===== src/rtl/cla_sub_if.sv =====
// Operand/result handshake bundle for the pipelined CLA subtractor.
// master = producer/consumer environment, slave = the subtractor.
interface cla_sub_if #(
    parameter int WIDTH = 32
);
    logic             in_valid;
    logic             in_ready;
    logic [WIDTH-1:0] a;
    logic [WIDTH-1:0] b;
    logic             bin;
    logic             out_valid;
    logic             out_ready;
    logic [WIDTH-1:0] diff;
    logic             bout;
    logic             ovf;
    logic             zero;

    modport master (
        output in_valid, a, b, bin, out_ready,
        input  in_ready, out_valid, diff, bout, ovf, zero
    );

    modport slave (
        input  in_valid, a, b, bin, out_ready,
        output in_ready, out_valid, diff, bout, ovf, zero
    );
endinterface


===== src/rtl/cla_sub_pipe.sv =====
// Pipelined two's-complement subtractor: diff = a - b - bin, computed as
// a + ~b + ~bin with one 8-bit carry-lookahead slice resolved per stage.
// Unresolved operand slices and already-resolved result slices travel down
// the pipe together; the whole pipe stalls as one unit on backpressure.
module cla_sub_pipe #(
    parameter  int WIDTH  = 32,
    parameter  int SLICE  = 8,
    localparam int STAGES = WIDTH / SLICE
) (
    input logic      clk,
    input logic      rst,
    cla_sub_if.slave bus
);

    // One slice of lookahead: every carry is formed from the running group
    // generate/propagate prefix and the slice carry-in, never rippled.
    // Returns {carry_out, sum}.
    function automatic logic [SLICE:0] cla_slice(
        input logic [SLICE-1:0] x,
        input logic [SLICE-1:0] y,
        input logic             cin
    );
        logic [SLICE-1:0] p;
        logic [SLICE-1:0] g;
        logic [SLICE:0]   c;
        logic             grp_g;
        logic             grp_p;
        // NOTE: blocking assignments here are deliberate -- this is pure
        // combinational evaluation where each line uses the previous result.
        p     = x ^ y;
        g     = x & y;
        c[0]  = cin;
        grp_g = 1'b0;
        grp_p = 1'b1;
        for (int i = 0; i < SLICE; i++) begin
            grp_g  = g[i] | (p[i] & grp_g);
            grp_p  = grp_p & p[i];
            c[i+1] = grp_g | (grp_p & cin);
        end
        return {c[SLICE], p ^ c[SLICE-1:0]};
    endfunction

    // Whole-pipe advance: the output stage is empty or being drained.
    logic advance;

    for (genvar s = 0; s < STAGES; s++) begin : stg
        // Operand bits still unresolved when entering this stage.
        localparam int RW = WIDTH - s * SLICE;

        logic [RW-1:0]          a_in;
        logic [RW-1:0]          nb_in;
        logic                   c_in;
        logic                   z_in;
        logic                   v_in;
        logic [SLICE:0]         res;
        logic [(s+1)*SLICE-1:0] d_nxt;
        logic [(s+1)*SLICE-1:0] d_q;
        logic                   z_q;
        logic                   v_q;

        if (s == 0) begin : g_first
            assign a_in  = bus.a;
            assign nb_in = ~bus.b;
            assign c_in  = ~bus.bin;
            assign z_in  = 1'b1;
            assign v_in  = bus.in_valid;
            assign d_nxt = res[SLICE-1:0];
        end else begin : g_next
            assign a_in  = stg[s-1].g_fwd.a_q;
            assign nb_in = stg[s-1].g_fwd.nb_q;
            assign c_in  = stg[s-1].g_fwd.c_q;
            assign z_in  = stg[s-1].z_q;
            assign v_in  = stg[s-1].v_q;
            assign d_nxt = {res[SLICE-1:0], stg[s-1].d_q};
        end

        assign res = cla_slice(a_in[SLICE-1:0], nb_in[SLICE-1:0], c_in);

        // Resolved result bits, running zero flag and valid bit for this stage.
        // NOTE: datapath registers are reset too, because the result outputs
        // are taken straight from the last stage and must read 0 in reset.
        always_ff @(posedge clk or posedge rst) begin
            if (rst) begin
                d_q <= '0;
                z_q <= 1'b0;
                v_q <= 1'b0;
            end else if (advance) begin
                d_q <= d_nxt;
                z_q <= z_in & (res[SLICE-1:0] == '0);
                v_q <= v_in;
            end
        end

        if (s < STAGES - 1) begin : g_fwd
            logic [RW-SLICE-1:0] a_q;
            logic [RW-SLICE-1:0] nb_q;
            logic                c_q;

            // Forward unused operand slices and the slice carry to the next stage.
            always_ff @(posedge clk or posedge rst) begin
                if (rst) begin
                    a_q  <= '0;
                    nb_q <= '0;
                    c_q  <= 1'b0;
                end else if (advance) begin
                    a_q  <= a_in[RW-1:SLICE];
                    nb_q <= nb_in[RW-1:SLICE];
                    c_q  <= res[SLICE];
                end
            end
        end else begin : g_last
            logic bout_q;
            logic ovf_q;
            logic ovf_nxt;

            // Signed overflow: operand signs differ (a sign equals ~b sign)
            // and the result sign departs from the minuend sign.
            assign ovf_nxt = (a_in[RW-1] == nb_in[RW-1]) &
                             (d_nxt[WIDTH-1] != a_in[RW-1]);

            // Borrow-out and overflow flags, registered with the top slice.
            always_ff @(posedge clk or posedge rst) begin
                if (rst) begin
                    bout_q <= 1'b0;
                    ovf_q  <= 1'b0;
                end else if (advance) begin
                    bout_q <= ~res[SLICE];
                    ovf_q  <= ovf_nxt;
                end
            end
        end
    end

    assign advance       = ~stg[STAGES-1].v_q | bus.out_ready;
    assign bus.in_ready  = advance;
    assign bus.out_valid = stg[STAGES-1].v_q;
    assign bus.diff      = stg[STAGES-1].d_q;
    assign bus.zero      = stg[STAGES-1].z_q;
    assign bus.bout      = stg[STAGES-1].g_last.bout_q;
    assign bus.ovf       = stg[STAGES-1].g_last.ovf_q;

endmodule


===== src/flat_wrapper.sv =====
// flat-port wrapper written by rule: the top's interface ports become plain ports
module cla_sub_pipe_flat 
#(
    parameter  int WIDTH  = 32,
    parameter  int SLICE  = 8,
    localparam int STAGES = WIDTH / SLICE
)
  (clk, rst, bus_in_valid, bus_a, bus_b, bus_bin, bus_out_ready, bus_in_ready, bus_out_valid, bus_diff, bus_bout, bus_ovf, bus_zero);
  cla_sub_if #(.WIDTH(WIDTH)) bus_i ();
  input logic clk;
  input logic rst;
  input wire logic [$bits(bus_i.in_valid)-1:0] bus_in_valid;
  input wire logic [$bits(bus_i.a)-1:0] bus_a;
  input wire logic [$bits(bus_i.b)-1:0] bus_b;
  input wire logic [$bits(bus_i.bin)-1:0] bus_bin;
  input wire logic [$bits(bus_i.out_ready)-1:0] bus_out_ready;
  output wire logic [$bits(bus_i.in_ready)-1:0] bus_in_ready;
  output wire logic [$bits(bus_i.out_valid)-1:0] bus_out_valid;
  output wire logic [$bits(bus_i.diff)-1:0] bus_diff;
  output wire logic [$bits(bus_i.bout)-1:0] bus_bout;
  output wire logic [$bits(bus_i.ovf)-1:0] bus_ovf;
  output wire logic [$bits(bus_i.zero)-1:0] bus_zero;
  assign bus_i.in_valid = bus_in_valid;
  assign bus_i.a = bus_a;
  assign bus_i.b = bus_b;
  assign bus_i.bin = bus_bin;
  assign bus_i.out_ready = bus_out_ready;
  assign bus_in_ready = bus_i.in_ready;
  assign bus_out_valid = bus_i.out_valid;
  assign bus_diff = bus_i.diff;
  assign bus_bout = bus_i.bout;
  assign bus_ovf = bus_i.ovf;
  assign bus_zero = bus_i.zero;
  cla_sub_pipe #(.WIDTH(WIDTH), .SLICE(SLICE)) u_core (.clk(clk), .rst(rst), .bus(bus_i));
endmodule

===== config.mk =====
export PLATFORM = sky130hd
export DESIGN_NAME = cla_sub_pipe_flat
export DESIGN_NICKNAME = d
export VERILOG_FILES = /design/src/rtl/cla_sub_if.sv /design/src/rtl/cla_sub_pipe.sv /design/src/flat_wrapper.sv
export SDC_FILE = /design/constraint.sdc
export NUM_CORES = 1
export LEC_CHECK = 0
export CAP_MARGIN = 20
export CORE_MARGIN = 2
export CORE_UTILIZATION = 60
export CTS_CLUSTER_SIZE = 40
export DETAILED_ROUTE_END_ITERATION = 10
export PLACE_DENSITY = 0.95
export SLEW_MARGIN = 25
export SYNTH_ARGS = -nofsm -noshare
export SYNTH_HDL_FRONTEND = slang
export SYNTH_SLANG_ARGS = --single-unit

===== constraint.sdc =====
create_clock -name clk -period 21.7 [get_ports clk]
set_clock_uncertainty 0.05 [all_clocks]
set_input_delay 5.425 -clock clk [delete_from_list [all_inputs] [get_ports clk]]
set_output_delay 5.425 -clock clk [all_outputs]
set_load 0.005 [all_outputs]

[Word level (Yosys, flattened, before mapping)]
Index checks and enable logic that the tools add are counted.
Cells by class
  reduce and logical (&&, ||, !) cells: 4
  eq/ne operators: 2
  bitwise logic cells: 169
Operators with widths (count)
  1-bit bitwise AND: 92
  8-bit bitwise XOR: 8
  1-bit OR: 61
  8-bit bitwise AND: 4
  8-bit logical NOT: 4
  32-bit NOT: 1
  1-bit NOT: 3
  1-bit equality test: 1
  1-bit inequality test: 1
Storage, ports and cells
  output and inout bits: 37
  register bits after elaboration: 189
  word-level logic and storage cells: 198
  bits of input ports: 69

[Longest topological paths before layout]
  word-level depth: 17
  mapped depth: 8
  mapped depth without buffers: 8

[Least setup slack after synthesis]
OpenSTA, ideal clock, no wires.
  kind: input to output
  start: input bus_out_ready
  end: output bus_in_ready
  setup slack: 9.872 ns
  path buffers: 3
  cell stages on the path: 5
  arrival: 6.353 ns
  required time: 16.225 ns
  path through: nor2b_1 > clkbuf_1 > clkinv_1 > clkbuf_1 > clkbuf_1
On the way
  cells in the longest elaborated chain, start to end: 1
RTL lines
  start: declaration: line flat_wrapper.sv:16  | input wire logic [$bits(bus_i.out_ready)-1:0] bus_out_ready;
  1-bit OR: line cla_sub_pipe.sv:134  | assign advance = ~stg[STAGES-1].v_q | bus.out_ready;
  end: declaration: line flat_wrapper.sv:17  | output wire logic [$bits(bus_i.in_ready)-1:0] bus_in_ready;
Every way passes these cells.

[Final worst setup path]
Same ends and word-level chain as after synthesis.

==> metrics list <==
* Leakage power of the design: 5.00 nW
- Worst-path maximum fanout: 106
- Power Total: 1.50 mW
- The detailed router placed 6387 vias in this run.
- Buffer depth of the longest clock path: 2
- The floorplan step defined a die boundary enclosing 14800 µm².
- In the final timing run, aggregate negative setup slack is 0 ns.
* Aggregate global-route resource usage: between 20% and 30%
* Required time of the critical path: about 16 ns
- Peak ir drop on the vdd network: 0.0767 mV
- Vias in the first global route: 6125
- Fill cells in the final layout number slightly above 900.
* Area grow syn2layout: 21.3%
* Setup WS pre-CTS: 8.64 ns
* Clock-pin transition on the worst setup and hold timing paths: roughly 0.070 ns
* Top cells by area, synth: sky130_fd_sc_hd__dfrtp_1 (57%), sky130_fd_sc_hd__nand2_1 (19%), sky130_fd_sc_hd__ha_1 (4.8%), sky130_fd_sc_hd__a21oi_1 (2.5%), sky130_fd_sc_hd__nor2_1 (2.4%)
- Final critical-path share of the clock period: between 60% and 70%
- 106 I/O pins were placed.
- Wires add up to 16600 µm.
- Setup violations remaining at the end of the flow were counted as 0.
* Type of element launching the critical path: input pin
- TritonCTS built the clock tree.
- Reg2Reg Setup Slack: 18.47 ns
- Largest net degree at the start of global routing: 111
* Maximum capacitance violations: 0
- Flip-flop cell with the highest count after synthesis: sky130_fd_sc_hd__dfrtp_1
- Syn nets: 1029
- Averaged over all synthesized cells, the footprint is 9.00 µm².
- The first routing iteration left 517 violations.
- Counting flops with a built-in enable in the synthesized netlist gives 0.
- Final HPWL from detailed placement: 10800 µm
* Highest achievable clock rate: 76.4 MHz
- Starting Density: 60.6%
* Height of the die: ~120 µm
- The worst hold path passes through 2 cells.
* Final max-slew violation count: 0
- Across all setup checks in the final design, the least slack found is 8.61 ns.
* Die W: ~120 µm
* Transition time at the pin with the least slew margin: 0.987 ns
* Post-synthesis instance area: approximately 8300 µm²
- Type of element capturing the critical path: output port
- Number of hold-slack violations in the final timing report: 0
* RSZ-0062 raised after global routing: false
- Count of hold buffers inserted by post-cts repair: 0
- Headroom to the max-slew limit: 34.2%
- After detailed routing, the average wire length per cell comes to roughly 14 µm.
* Switching power summed over all nets: 551 µW
* Highest-count cells in the layout ignoring fill and taps: sky130_fd_sc_hd__nand2_1 (426), sky130_fd_sc_hd__dfrtp_1 (189), sky130_fd_sc_hd__clkdlybuf4s50_1 (105)
- Per report_power, the clock group accounts for 20.8% of the total.
* Per-cell via count in the routed design: 5.30
- Area after DPL: 9490 µm²
- The core region is 13700 µm².
* Most common cell after layout, fill and taps aside: sky130_fd_sc_hd__nand2_1
* Classification of the worst-slack hold path: reg -> reg
- The worst register-to-register path has a depth of 7.
- Fraction of post-synthesis cell area in the top cell type by area: 56.9%
* Post-synthesis sequential area ratio: 56.9%
- Data arrives at the worst endpoint at roughly 7.6 ns.
* H-tree depth: 4
- The routed design could run at a clock period as short as 13.09 ns.
* First-pass DRT Iterations: 5
- In the final layout, the share of cells above drive strength 1 is between 4 and 5%.
- Of all flip-flops after synthesis, the portion carrying an async set or reset was 100%.
- The finished cells cover slightly above 10000 µm².
* Antenna Cells: 0
- Cell internal power was estimated by the tool at 948 µW.
- Outcome: finished, final reports clean
- CTS Sinks: 189
- Buffers placed on the I/O ports in this run total 105.
* Antenna violations before repair: 0
* Placement Rows: 43
* Reg2reg end: u_core.stg[2].z_q
- Clock root buffer: sky130_fd_sc_hd__clkbuf_16
- ANT nets after route: 0
* Clock insertion delay at the later pin of the skew report: 0.43 ns
- Share of total power in sequential cells: 39.9%
* Most area-hungry cell type in the Yosys netlist: sky130_fd_sc_hd__dfrtp_1
- Gpl congestion: roughly 0.85
- For hold timing, the worst endpoint is u_core.stg[1].g_fwd.nb_q[9].
* Final hold slack: 0.418 ns
- Number of buffers inserted during clock tree synthesis: 17
- Combinational logic burns between 30% and 40% of the power.
- The startpoint identified for the worst hold timing path is u_core.stg[1].g_fwd.nb_q[9].
* Setup Fix Bufs, Post-CTS: 0
* Residual DRC count: 0
- Global-route wire length before repair: 27900 µm
- The netlist uses 44 different library cells.
- Critical path class: in -> out
- In this run, synthesis produced a sequential element count of 189.
- Reg2reg start: u_core.bus.out_valid
- Power spread over the standard cell area amounts to 148 nW/µm².
* Synthesized instance count: 924
- In the final design database the tool counted approximately 1.1k nets.
* Count of synthesis-stage warnings from yosys: 0
- CTS resizes: 0
- Switch share: 36.8%
- Global routing finished with a remaining overflow of 0.
==> cells by family after synthesis <==
family	share of synthesized area, %
AND/OR/NAND/NOR	24.5
flip-flops	56.9
AO/OA/AOI/OAI	7.66
buffers and inverters	2.53
adder cells (fa/ha/maj)	5.78
XOR/XNOR	2.53
multiplexers	0.135
==> power by group through the flow <==
stage | logic (mW) | registers [mW] | clock network [mW]
3_3_place_gp | 0.547 | 0.591 | 0
5_1_grt | 0.668 | 0.615 | 0.331
6_report | 0.589 | 0.598 | 0.312
3_5_place_dp | 0.579 | 0.600 | 0
4_1_cts | 0.589 | 0.596 | 0.315
2_1_floorplan | 0.411 | 0.578 | 0
==> cells in the mapped netlist, types with 6 or more instances <==
cell,n
sky130_fd_sc_hd__nand2_1,426
sky130_fd_sc_hd__dfrtp_1,189
sky130_fd_sc_hd__nor2_1,54
sky130_fd_sc_hd__a21oi_1,42
sky130_fd_sc_hd__clkbuf_1,39
sky130_fd_sc_hd__ha_1,32
sky130_fd_sc_hd__o21ai_0,17
sky130_fd_sc_hd__inv_1,14
sky130_fd_sc_hd__xnor2_1,14
sky130_fd_sc_hd__nor3_1,12
sky130_fd_sc_hd__xor2_1,10
sky130_fd_sc_hd__nand2b_1,6
sky130_fd_sc_hd__o21a_1,6
==> how the worst max path moves through the flow <==
stage	end	slack [ns]	startpoint	depth (start not counted)
2_1_floorplan	bus_in_ready	9.87	bus_out_ready	5
3_3_place_gp	bus_in_ready	8.67	bus_out_ready	5
3_5_place_dp	bus_in_ready	8.64	bus_out_ready	5
4_1_cts	bus_in_ready	8.64	bus_out_ready	5
5_1_grt	bus_in_ready	8.51	bus_out_ready	5
6_report	bus_in_ready	8.61	bus_out_ready	5
==> final cells by class <==
| cell class | instances | area, µm² | area share, % |
|---|---|---|---|
| clock buffer | 21 | 470 | 4.66 |
| clock inverter | 11 | 128 | 1.26 |
| inverter | 15 | 68.8 | 0.682 |
| multi-input combinational | 679 | 3390 | 33.6 |
| sequential | 189 | 4730 | 46.9 |
| tap | 180 | 225 | 2.23 |
| timing repair buffer | 109 | 1080 | 10.7 |
==> sequential cells by signal (all words and copies together) (netlist names) <==
| signal | flops |
|---|---|
| u_core.stg.g_fwd.a_q | 48 |
| u_core.bus.zero | 1 |
| u_core.stg.z_q | 3 |
| u_core.stg.g_fwd.nb_q | 48 |
| u_core.stg.d_q | 48 |
| u_core.bus.ovf | 1 |
| u_core.stg.g_fwd.c_q | 3 |
| u_core.bus.diff | 32 |
| u_core.stg.v_q | 3 |
| u_core.bus.out_valid | 1 |
| u_core.bus.bout | 1 |
==> worst max-delay path, cell delays in order <==
cell and delay [ns]:
sky130_fd_sc_hd__clkdlybuf4s50_1 0.51, sky130_fd_sc_hd__nor2b_4 0.05, sky130_fd_sc_hd__buf_4 0.32, sky130_fd_sc_hd__inv_6 0.59
sky130_fd_sc_hd__clkdlybuf4s50_1 0.63
==> metrics by stage <==
stage / util, % / std cells
after floorplan: - / 924
after global placement: 69.2 / 1172
after detailed placement: 69.2 / 1172
after CTS: 73.5 / 1204
after global routing: 73.6 / 1204
final: 73.6 / 1204
==> routing by layer <==
metal | track usage, % | up-vias | wire length (µm)
met5 | 0 | - | 0
met4 | 9.91 | 0 | 376
met3 | 4.87 | 32 | 749
met2 | 39.7 | 150 | 8330
met1 | 30.9 | 3065 | 7170
li1 | - | 3140 | -
Power figures use the tool's default switching activity.
